## src/rtl/layer_lut_writer.sv

```systemverilog
// layer_lut_writer: truth-table store for one LUT-based neuron layer.
// A full table of 2**INPUT_BITS entries is streamed in through the cfg_*
// handshake in ascending address order. Lookups on M0 are then served with
// one cycle of latency while the table is resident.
// Optional build macro: LUT_READBACK_EN adds a debug readback port
// (rb_req/rb_addr/rb_valid/rb_data) that works in every state.
module layer_lut_writer #(
  parameter int INPUT_BITS  = 6,
  parameter int OUTPUT_BITS = 1
) (
  input  logic                   clk,
  input  logic                   rst,
  input  logic                   cfg_start,
  input  logic                   cfg_valid,
  output logic                   cfg_ready,
  input  logic [OUTPUT_BITS-1:0] cfg_data,
  output logic                   cfg_done,
  output logic                   table_loaded,
  input  logic                   in_valid,
  input  logic [INPUT_BITS-1:0]  M0,
  output logic                   out_valid,
  output logic [OUTPUT_BITS-1:0] M1
`ifdef LUT_READBACK_EN
  ,
  input  logic                   rb_req,
  input  logic [INPUT_BITS-1:0]  rb_addr,
  output logic                   rb_valid,
  output logic [OUTPUT_BITS-1:0] rb_data
`endif
);

  localparam int DEPTH = 2 ** INPUT_BITS;
  localparam logic [INPUT_BITS-1:0] LAST_ADDR = '1;

  typedef enum logic [1:0] {
    EMPTY = 2'd0,
    LOAD  = 2'd1,
    READY = 2'd2
  } state_t;

  state_t                  state_q, state_d;
  logic [INPUT_BITS-1:0]   count_q, count_d;
  logic                    write_en;
  logic                    load_done;
  logic                    out_valid_q;
  logic [OUTPUT_BITS-1:0]  m1_q;

  // Table contents survive reset; only a complete reload makes them usable.
  logic [OUTPUT_BITS-1:0]  mem_q [DEPTH];

  // State and write-address registers; reset abandons any partial load.
  always_ff @(posedge clk or posedge rst) begin
    if (rst) begin
      state_q <= EMPTY;
      count_q <= '0;
    end else begin
      state_q <= state_d;
      count_q <= count_d;
    end
  end

  // Next-state logic; a cfg_start always wins over a same-cycle entry.
  always_comb begin
    state_d   = state_q;
    count_d   = count_q;
    write_en  = 1'b0;
    load_done = 1'b0;
    case (state_q)
      EMPTY: begin
        if (cfg_start) begin
          state_d = LOAD;
          count_d = '0;
        end
      end
      LOAD: begin
        if (cfg_start) begin
          count_d = '0;
        end else if (cfg_valid) begin
          write_en = 1'b1;
          count_d  = count_q + INPUT_BITS'(1);
          if (count_q == LAST_ADDR) begin
            state_d   = READY;
            load_done = 1'b1;
          end
        end
      end
      READY: begin
        if (cfg_start) begin
          state_d = LOAD;
          count_d = '0;
        end
      end
      default: begin
        state_d = EMPTY;
        count_d = '0;
      end
    endcase
  end

  // Single write port into the distributed table.
  always_ff @(posedge clk) begin
    if (write_en) begin
      mem_q[count_q] <= cfg_data;
    end
  end

  // Lookup pipeline: the state seen at the sampling edge decides whether a
  // request is served, so a lookup coinciding with cfg_start still issues.
  always_ff @(posedge clk or posedge rst) begin
    if (rst) begin
      out_valid_q <= 1'b0;
      m1_q        <= '0;
    end else if (in_valid && (state_q == READY)) begin
      out_valid_q <= 1'b1;
      m1_q        <= mem_q[M0];
    end else begin
      out_valid_q <= 1'b0;
      m1_q        <= '0;
    end
  end

`ifdef LUT_READBACK_EN
  logic                   rb_valid_q;
  logic [OUTPUT_BITS-1:0] rb_data_q;

  // Debug readback of any entry, independent of the load state.
  always_ff @(posedge clk or posedge rst) begin
    if (rst) begin
      rb_valid_q <= 1'b0;
      rb_data_q  <= '0;
    end else if (rb_req) begin
      rb_valid_q <= 1'b1;
      rb_data_q  <= mem_q[rb_addr];
    end else begin
      rb_valid_q <= 1'b0;
      rb_data_q  <= '0;
    end
  end

  assign rb_valid = rb_valid_q;
  assign rb_data  = rb_data_q;
`endif

  assign cfg_ready    = (state_q == LOAD);
  assign cfg_done     = load_done;
  assign table_loaded = (state_q == READY);
  assign out_valid    = out_valid_q;
  assign M1           = m1_q;

endmodule
```

## config.mk

```make
export PLATFORM = sky130hd
export DESIGN_NAME = layer_lut_writer
export DESIGN_NICKNAME = d
export VERILOG_FILES = /design/src/rtl/layer_lut_writer.sv
export SDC_FILE = /design/constraint.sdc
export NUM_CORES = 1
export LEC_CHECK = 0
export BUFFER_PORTS_ARGS = -buffer_cell sky130_fd_sc_hd__buf_2
export CORE_MARGIN = 5
export CORE_UTILIZATION = 45
export CTS_BUF_LIST = sky130_fd_sc_hd__clkbuf_8
export DETAILED_ROUTE_END_ITERATION = 10
export GPL_ROUTABILITY_DRIVEN = 0
export GPL_TIMING_DRIVEN = 1
export PLACE_DENSITY_LB_ADDON = 0.05
export REMOVE_ABC_BUFFERS = 1
export SYNTH_ARGS = -nofsm -noshare
export SYNTH_HDL_FRONTEND = slang
export SYNTH_SLANG_ARGS = --single-unit
```

## constraint.sdc

```tcl
create_clock -name clk -period 3.5 [get_ports clk]
set_input_delay 0.175 -clock clk [delete_from_list [all_inputs] [get_ports clk]]
set_output_delay 0.175 -clock clk [all_outputs]
set_load 0.005 [all_outputs]
```

==> results by group, run 1 <==
Clock tree
  – Number of post-CTS setup repair buffers: 0
  – CTS sink count: 74
  – CTS tree: built
  – Clock transition at path regs: 0.07 ns
  – # resized after CTS: 0
  – Root Buffer: clkbuf_8
  – Hold-fix buffers, CTS: 1
  – Max Root-Sink Buffers: 2
  – H-tree depth: 3
  – Total CTS buffers: 9
  – Later-pin clock latency in the skew report: 0.36 ns

STA
  – RSZ-0062 raised after global routing: no
  – # setup viols final: 0
  – Min Tclk post-route: 1.99 ns
  – Least-Margin Pin Slew: 0.974 ns
  – Worst relative slew slack: 35.1%
  – Fin. max-slew vios: 0
  – Final worst-path cycle share: 56.7%
  – Clock Skew: ~0.0096 ns
  – Number of failing hold endpoints at the final stage: 0
  – Hold_ws: 0.0323 ns
  – Fmax: 504 MHz
  – Total Neg Setup Slack: 0 ns

Yosys
  – Syn Area/Cell: 13.7 um^2
  – Post-synth EDFFs: 64
  – Synth cell types: 38
  – Post-Synth Adder-Cell Area: 0.373%
  – Synthesis Warnings: 0
  – Synth cell count leaders: 74 x nor2_1, 64 x edfxtp_1, 17 x nand2_1
  – Top cell type's share of synthesized area: 57.3%
  – Post-Syn Area: between 3000 and 4000 um^2
  – Cells after synthesis: 245
  – Main combinational cell family by area after synthesis: simple AND/OR/NAND/NOR gates
  – Post-synthesis mux area share: 13.6%
  – Top-count cell post-synth: nor2_1
  – Synth area leaders: edfxtp_1 57%, nor2_1 8.3%, dfrtp_1 7.5%
  – Area leader, netlist: edfxtp_1
  – Register area share after synthesis: 64.7%
  – Compound-Gate Fraction of Synth Area: roughly 2.5%
  – Simple-gate share of the synthesized area: 15.5%
  – Synth Flop Type: edfxtp_1
  – Xor and xnor area share after synthesis: less than 1%
  – Asr flop ratio synth: 13.5%
  – Synthesized flop and latch total: 74

Place
  – Dpl cells: 349
  – DP Wirelength: 4420 um
  – IO buf count: 16

Layout
  – Nets: about 280
  – Synth-to-Final Area Change: 11.4%
  – Fraction of layout instances using a drive strength above 1: between 10% and 20%
  – Post-route insts no fill: roughly 370
  – Antenna Cells: 0

Worst setup path
  – WP data required: ~3.6 ns
  – R2r endpoint: mem_q[40]
  – Arr. time, crit path: 2.04 ns
  – CP endpoint kind: register
  – Setup slack, reg-to-reg: 1.51 ns
  – Worst reg2reg path startpoint: state_q[1]
  – Worst R2R Path Depth: 5
  – Crit Path Class: reg2reg
  – Startpoint types: register
  – Worst-path maximum fanout: 8

Die
  – Rows: 31
  – Die Y-Extent: 96.4 um
  – Die W: 96.4 um
  – Core Box Area: 7250 um^2
  – Die Area: between 9000 and 10000 um^2
  – Initial core utilization: 46.3%
  – Boundary Pins: 17

Global routing
  – Largest net degree at the start of global routing: 65
  – Vias in the first global route: 2027
  – Gr ovfl total: 0
  – First-pass GRT wire length: between 10000 and 15000 um
  – Initial antenna violation count: 0
  – Overall global routing resource usage: 16.9%

Worst hold path
  – Worst hold start: cfg_start
  – Hold Path Depth: 2
  – Hold Crit Class: in2reg
  – Hold endpoint: count_q[1]

Detailed routing
  – DRC violations left: 0
  – Total Wirelength: 6970 um
  – Pre-Repair DR Iteration Count: 4
  – Avg WL per Cell: 19.0 um
  – DR vias: between 1.5k and 2k
  – Post-route ant nets: 0
  – Via/cell ratio: about 5.4
  – DR iter-0 viols: 142

Power
  – P per Cell Area: roughly 500 nW/um^2
  – Tot Pwr: 1.85 mW
  – Lkg Pwr: between 1 and 1.5 nW
  – Worst VDD drop: 0.201 mV

Flow run
  – Max-cap check violation count: 0

Outcome
  – Status: finished clean
==> stage by stage <==
stage | setup slack [ns] | utilization (%) | area [um^2]
CTS | 1.50 | 51.5 | 3740
global route | 1.35 | 51.5 | 3740
floorplan | 1.88 | - | 3280
global placement | 1.55 | 48.1 | 3490
finish | 1.51 | 51.5 | 3740
detailed placement | 1.54 | 48.1 | 3490
==> layer usage <==
metal | share of wire [%] | GRT usage (%)
met4 | 2.2 | 7.94
met1 | 44 | 21.5
met5 | 0 | 0
met3 | 3.4 | 3.99
met2 | 50 | 27.3
==> cells in the final DEF (no fill, tap or decap), types with 2 or more instances in the layout <==
cell type and n:
a21oi_1 4, and3_1 2, buf_2 16, bufinv_16 3, clkbuf_8 9, clkinvlp_4 2, dfrtp_1 10, edfxtp_1 64
inv_1 3, mux2i_1 7, mux4_1 7, mux4_2 9, nand2_1 17, nand3_1 3, nand3b_1 5, nand4_1 2
nor2_1 74, nor2b_1 4, nor3_1 3, o21ai_0 2, xor2_1 3
==> power by group <==
| part | total [mW] | internal, mW | leakage, nW | switching, mW |
|---|---|---|---|---|
| clock | 0.801 | 0.472 | 0.113 | 0.329 |
| combinational | 0.0828 | 0.0326 | 0.436 | 0.0502 |
| sequential | 0.965 | 0.961 | 0.708 | 0.00372 |
==> critical path, cell delays in order, from the launching register on <==
cell and delay (ns):
dfrtp_1 0.44, nor3b_2 0.30, nand2_1 0.12, nor2_1 0.26, nand2_1 0.35, nor2_1 0.23
==> final cells by class <==
cell class | instances | area, um^2
well taps | 99 | 124
multi-input cells | 157 | 1100
fillers | 650 | 3510
repair buffers | 17 | 90.1
clock buffers | 9 | 124
clock inverters | 7 | 118
inverters | 3 | 11.3
flip-flops and latches | 74 | 2170
==> logic make-up (layout without fill, tap and decap cells) <==
group / after synthesis / in the layout
xor gates and xnor gates: 3 / 3
and+or+nand+nor: 117 / 117
buffers and inverters: 14 / 36
adders and majority gates: 1 / 1
DFF: 74 / 74
AOI/OAI and AO/OA: 13 / 13
muxes: 23 / 23
==> registers in the layout, indices dropped and copies added, names as in the netlist <==
register,cells
M1,1
count_q,6
mem_q,64
out_valid,1
state_q,2
==> how the worst max path moves through the flow <==
stage / startpoint / endpoint / cells past startpoint
finish: state_q[1] / mem_q[40] / 5
global route: state_q[0] / mem_q[40] / 5
CTS: count_q[3] / cfg_done / 3
detailed placement: state_q[1] / mem_q[10] / 5
floorplan: state_q[1] / mem_q[30] / 5
global placement: state_q[1] / mem_q[30] / 5
Note: power is estimated with default switching activity, not from simulation.
==> inputs of run 2 (changes only) <==
--- a/config.mk
+++ b/config.mk
@@ -5,6 +5,7 @@
 export SDC_FILE = /design/constraint.sdc
 export NUM_CORES = 1
 export LEC_CHECK = 0
+export ABC_AREA = 1
 export BUFFER_PORTS_ARGS = -buffer_cell sky130_fd_sc_hd__buf_2
 export CORE_MARGIN = 5
 export CORE_UTILIZATION = 45
==> constraint.sdc (replaced) <==
create_clock -name clk -period 1.75 [get_ports clk]
set_input_delay 0.0875 -clock clk [delete_from_list [all_inputs] [get_ports clk]]
set_output_delay 0.0875 -clock clk [all_outputs]
set_load 0.005 [all_outputs]
==> results by group, run 2 <==
Clock tree
  – CTS tree: built (unchanged)
  – H-tree depth: 3 (unchanged)
  – Max Root-Sink Buffers: 2 (unchanged)
  – Total CTS buffers: 9 (unchanged)
  – Root Buffer: clkbuf_8 (unchanged)
  – Clock transition at path regs: 0.08 ns (was 0.07 ns)
  – CTS sink count: 74 (unchanged)
  – Later-pin clock latency in the skew report: 0.35 ns (was 0.36 ns)

Worst setup path
  – Worst-path maximum fanout: 8 (unchanged)
  – CP max stage cell: dfrtp_1 (unchanged)
  – Worst reg2reg path startpoint: state_q[0] (was state_q[1])
  – CP endpoint kind: register (unchanged)
  – Arr. time, crit path: 1.89 ns (was 2.04 ns)
  – Startpoint types: register (unchanged)
  – Most numerous cell on the critical path: nor2_4
  – Slowest cell delay on critical path: 0.38 ns (was 0.44 ns)
  – Crit path from: state_q[0] (was state_q[1])
  – WP data required: 1.81 ns (was 3.56 ns)
  – Ordered list of cells on the worst path: inv_2, nor2_4, inv_2, nor2_4, nand2_2, nor2_4, nand3_4, nor2_2 (was nor3b_2, nand2_1, nor2_1, nand2_1, nor2_1)
  – Crit Path Class: reg2reg (unchanged)

STA
  – Clock Skew: 0.00798 ns (was 0.00958 ns)
  – Least-Margin Pin Slew: 0.584 ns (was 0.974 ns)
  – # setup viols final: 18 (was 0)
  – Min Tclk post-route: 1.83 ns (was 1.99 ns)
  – Worst relative slew slack: 61.1% (was 35.1%)
  – Total Neg Setup Slack: -0.669 ns (was 0 ns)
  – Number of failing hold endpoints at the final stage: 0 (unchanged)
  – Final worst-path cycle share: 105% (was 56.7%)
  – Fin. max-slew vios: 0 (unchanged)
  – Final WS setup: -0.0833 ns (was 1.51 ns)
  – RSZ-0062 raised after global routing: yes (was no)
  – Fmax: 545 MHz (was 504 MHz)
  – Hold_ws: 0.0675 ns (was 0.0323 ns)

Layout
  – Synth-to-Final Area Change: 19.4% (was 11.4%)
  – Fin area: 4140 um^2 (was 3740 um^2)
  – Fill count: 706 (was 650)
  – Final core occ: 54.4% (was 51.5%)
  – Nets: 409 (was 275)
  – Fraction of layout instances using a drive strength above 1: 23.2% (was 16.1%)
  – Register area: 2180 um^2 (was 2170 um^2)
  – Max reg flops: 64 (unchanged)
  – Commonest non-fill, non-tap cell in the layout: nand2_1 (was nor2_1)
  – Area of the multi-input gates: 1260 um^2 (was 1100 um^2)
  – Most frequent cells in the layout: 89 x nand2_1, 64 x edfxtp_1, 60 x nand3_1 (was 74 x nor2_1, 64 x edfxtp_1, 17 x nand2_1)
  – Antenna Cells: 0 (unchanged)
  – Biggest regs: mem_q x64, count_q x6, state_q x2 (unchanged)
  – Top reg by flops: mem_q (unchanged)

Detailed routing
  – DR vias: 2587 (was 1994)
  – Pre-Repair DR Iteration Count: 4 (unchanged)
  – Total Wirelength: 8190 um (was 6970 um)
  – Via/cell ratio: 5.14 (was 5.45)
  – DRC violations left: 0 (unchanged)
  – Post-route ant nets: 0 (unchanged)
  – DR iter-0 viols: 100 (was 142)
  – Avg WL per Cell: 16.3 um (was 19.0 um)

Yosys
  – Top-count cell post-synth: nand2_1 (was nor2_1)
  – Asr flop ratio synth: 13.5% (unchanged)
  – Synth cell count leaders: 92 x nand2_1, 68 x nor2_1, 64 x edfxtp_1 (was 74 x nor2_1, 64 x edfxtp_1, 17 x nand2_1)
  – Synthesis Warnings: 0 (unchanged)
  – Post-synth EDFFs: 64 (unchanged)
  – Cells after synthesis: 357 (was 245)
  – Post-Syn Area: 3470 um^2 (was 3360 um^2)
  – Area leader, netlist: edfxtp_1 (unchanged)
  – Synthesized flop and latch total: 74 (unchanged)
  – Synth Flop Type: edfxtp_1 (unchanged)
  – Register area share after synthesis: 62.6% (was 64.7%)
  – Syn Area/Cell: 9.72 um^2 (was 13.7 um^2)
  – Top cell type's share of synthesized area: 55.4% (was 57.3%)
  – Synth cell types: 26 (was 38)
  – Synth area leaders: edfxtp_1 55%, nand2_1 10%, nand3_1 8.7% (was edfxtp_1 57%, nor2_1 8.3%, dfrtp_1 7.5%)

Global routing
  – Gr ovfl total: 0 (unchanged)
  – Overall global routing resource usage: 17.3% (was 16.9%)
  – First-pass GRT wire length: 12600 um (was 10900 um)
  – Initial antenna violation count: 0 (unchanged)
  – Vias in the first global route: 2476 (was 2027)
  – Largest net degree at the start of global routing: 65 (unchanged)

Outcome
  – Violated checks: setup timing
  – Status: finished with violations (was finished clean)

Power
  – Lkg Pwr: 1.54 nW (was 1.26 nW)
  – Tot Pwr: 3.75 mW (was 1.85 mW)
  – Worst VDD drop: 0.390 mV (was 0.201 mV)
  – P per Cell Area: 907 nW/um^2 (was 494 nW/um^2)

Place
  – IO buf count: 16 (unchanged)
  – DP Wirelength: 5260 um (was 4420 um)
  – Dpl cell area: 3740 um^2 (was 3490 um^2)

Die
  – Boundary Pins: 17 (unchanged)
  – Core Box Area: 7610 um^2 (was 7250 um^2)
  – Rows: 32 (was 31)
  – Initial core utilization: 45.6% (was 46.3%)
  – Die Area: 9560 um^2 (was 9280 um^2)
  – Die W: 97.8 um (was 96.4 um)
  – Die Y-Extent: 97.8 um (was 96.4 um)

Worst hold path
  – Hold Crit Class: in2reg (unchanged)
  – Worst hold start: M0[5] (was cfg_start)

Flow run
  – Max-cap check violation count: 0 (unchanged)
-- run 2: changes by cell type in the layout (fill, tap and decap cells not counted), moves of 5 or more --
cell | previous run | this run
inv_1 | 3 | 21
nor2_1 | 74 | 52
mux4_1 | 7 | 0
buf_4 | 0 | 20
mux4_2 | 9 | 0
nor2_2 | 0 | 14
nor2_4 | 0 | 5
nand3b_1 | 5 | 0
mux2i_1 | 7 | 0
nand3_1 | 3 | 60
nand2_1 | 17 | 89
-- run 2: through the flow --
stage,setup WS [ns],std cells
finish,-0.0833,503
global route,-0.146,503
CTS,-0.0192,497
detailed placement,-0.00845,479
global placement,0.0430,479
floorplan,0.199,346
-- run 2: path summary, 6_finish.rpt --
| kind | to | slack (ns) | depth (start not counted) |
|---|---|---|---|
| min reg2reg | state_q[1] | 0.65 | 2 |
| max in group asynchronous | count_q[0] | 1.17 | 3 |
| max | mem_q[24] | -0.08 | 8 |
| min in group asynchronous | out_valid | 0.27 | 3 |
| min | M1 | 0.07 | 3 |
| max reg2reg | mem_q[24] | -0.08 | 8 |
-- run 2: layer usage --
metal,global-route usage (%),wire [um],up-vias,share of wire [%]
met5,0,0,-,0
met4,7.45,206,0,2.5
met3,2.79,389,17,4.7
met2,28.2,4070,50,50
met1,22.9,3520,1237,43
li1,-,-,1283,-
-- run 2: repair_timing --
item / in CTS / in global routing
hold endpoints to repair: 12 / 0
hold buffers: 2 / 0
pin swaps: 0 / 10
cloned: 0 / 0
buffers inserted: 0 / 6
gates resized for setup: 7 / 29
setup endpoints to repair: 6 / 49
-- run 2: power by group --
part	internal, mW	switching [mW]	leakage (nW)
registers	1.93	0.0113	0.703
clock network	0.805	0.654	0.115
logic	0.119	0.236	0.725
-- run 2: worst max-delay path: cells and delay by family (launching register included) --
kind                   cells  cell delay, ns
buffers and inverters      2            0.14
DFF                        1            0.38
and+or+nand+nor            6            1.03
-- run 2: cell type report --
cell class / count / share of cell area [%]
inverters: 24 / 2.18
well taps: 102 / 3.08
multi-input cells: 248 / 30.4
clock inverters: 7 / 2.30
flip-flops and latches: 74 / 52.6
repair buffers: 39 / 6.53
clock buffers: 9 / 2.99
-- run 2: cell families (layout without fill, tap and decap cells) --
logic type	count (synthesis)	in the layout	synth area share (%)
AO/OA/AOI/OAI	11	11	1.84
XOR/XNOR	1	1	0.253
adder cells (fa/ha/maj)	1	1	0.361
buffers and inverters	35	79	4.33
flip-flops	74	74	62.6
AND/OR/NAND/NOR	235	235	30.6
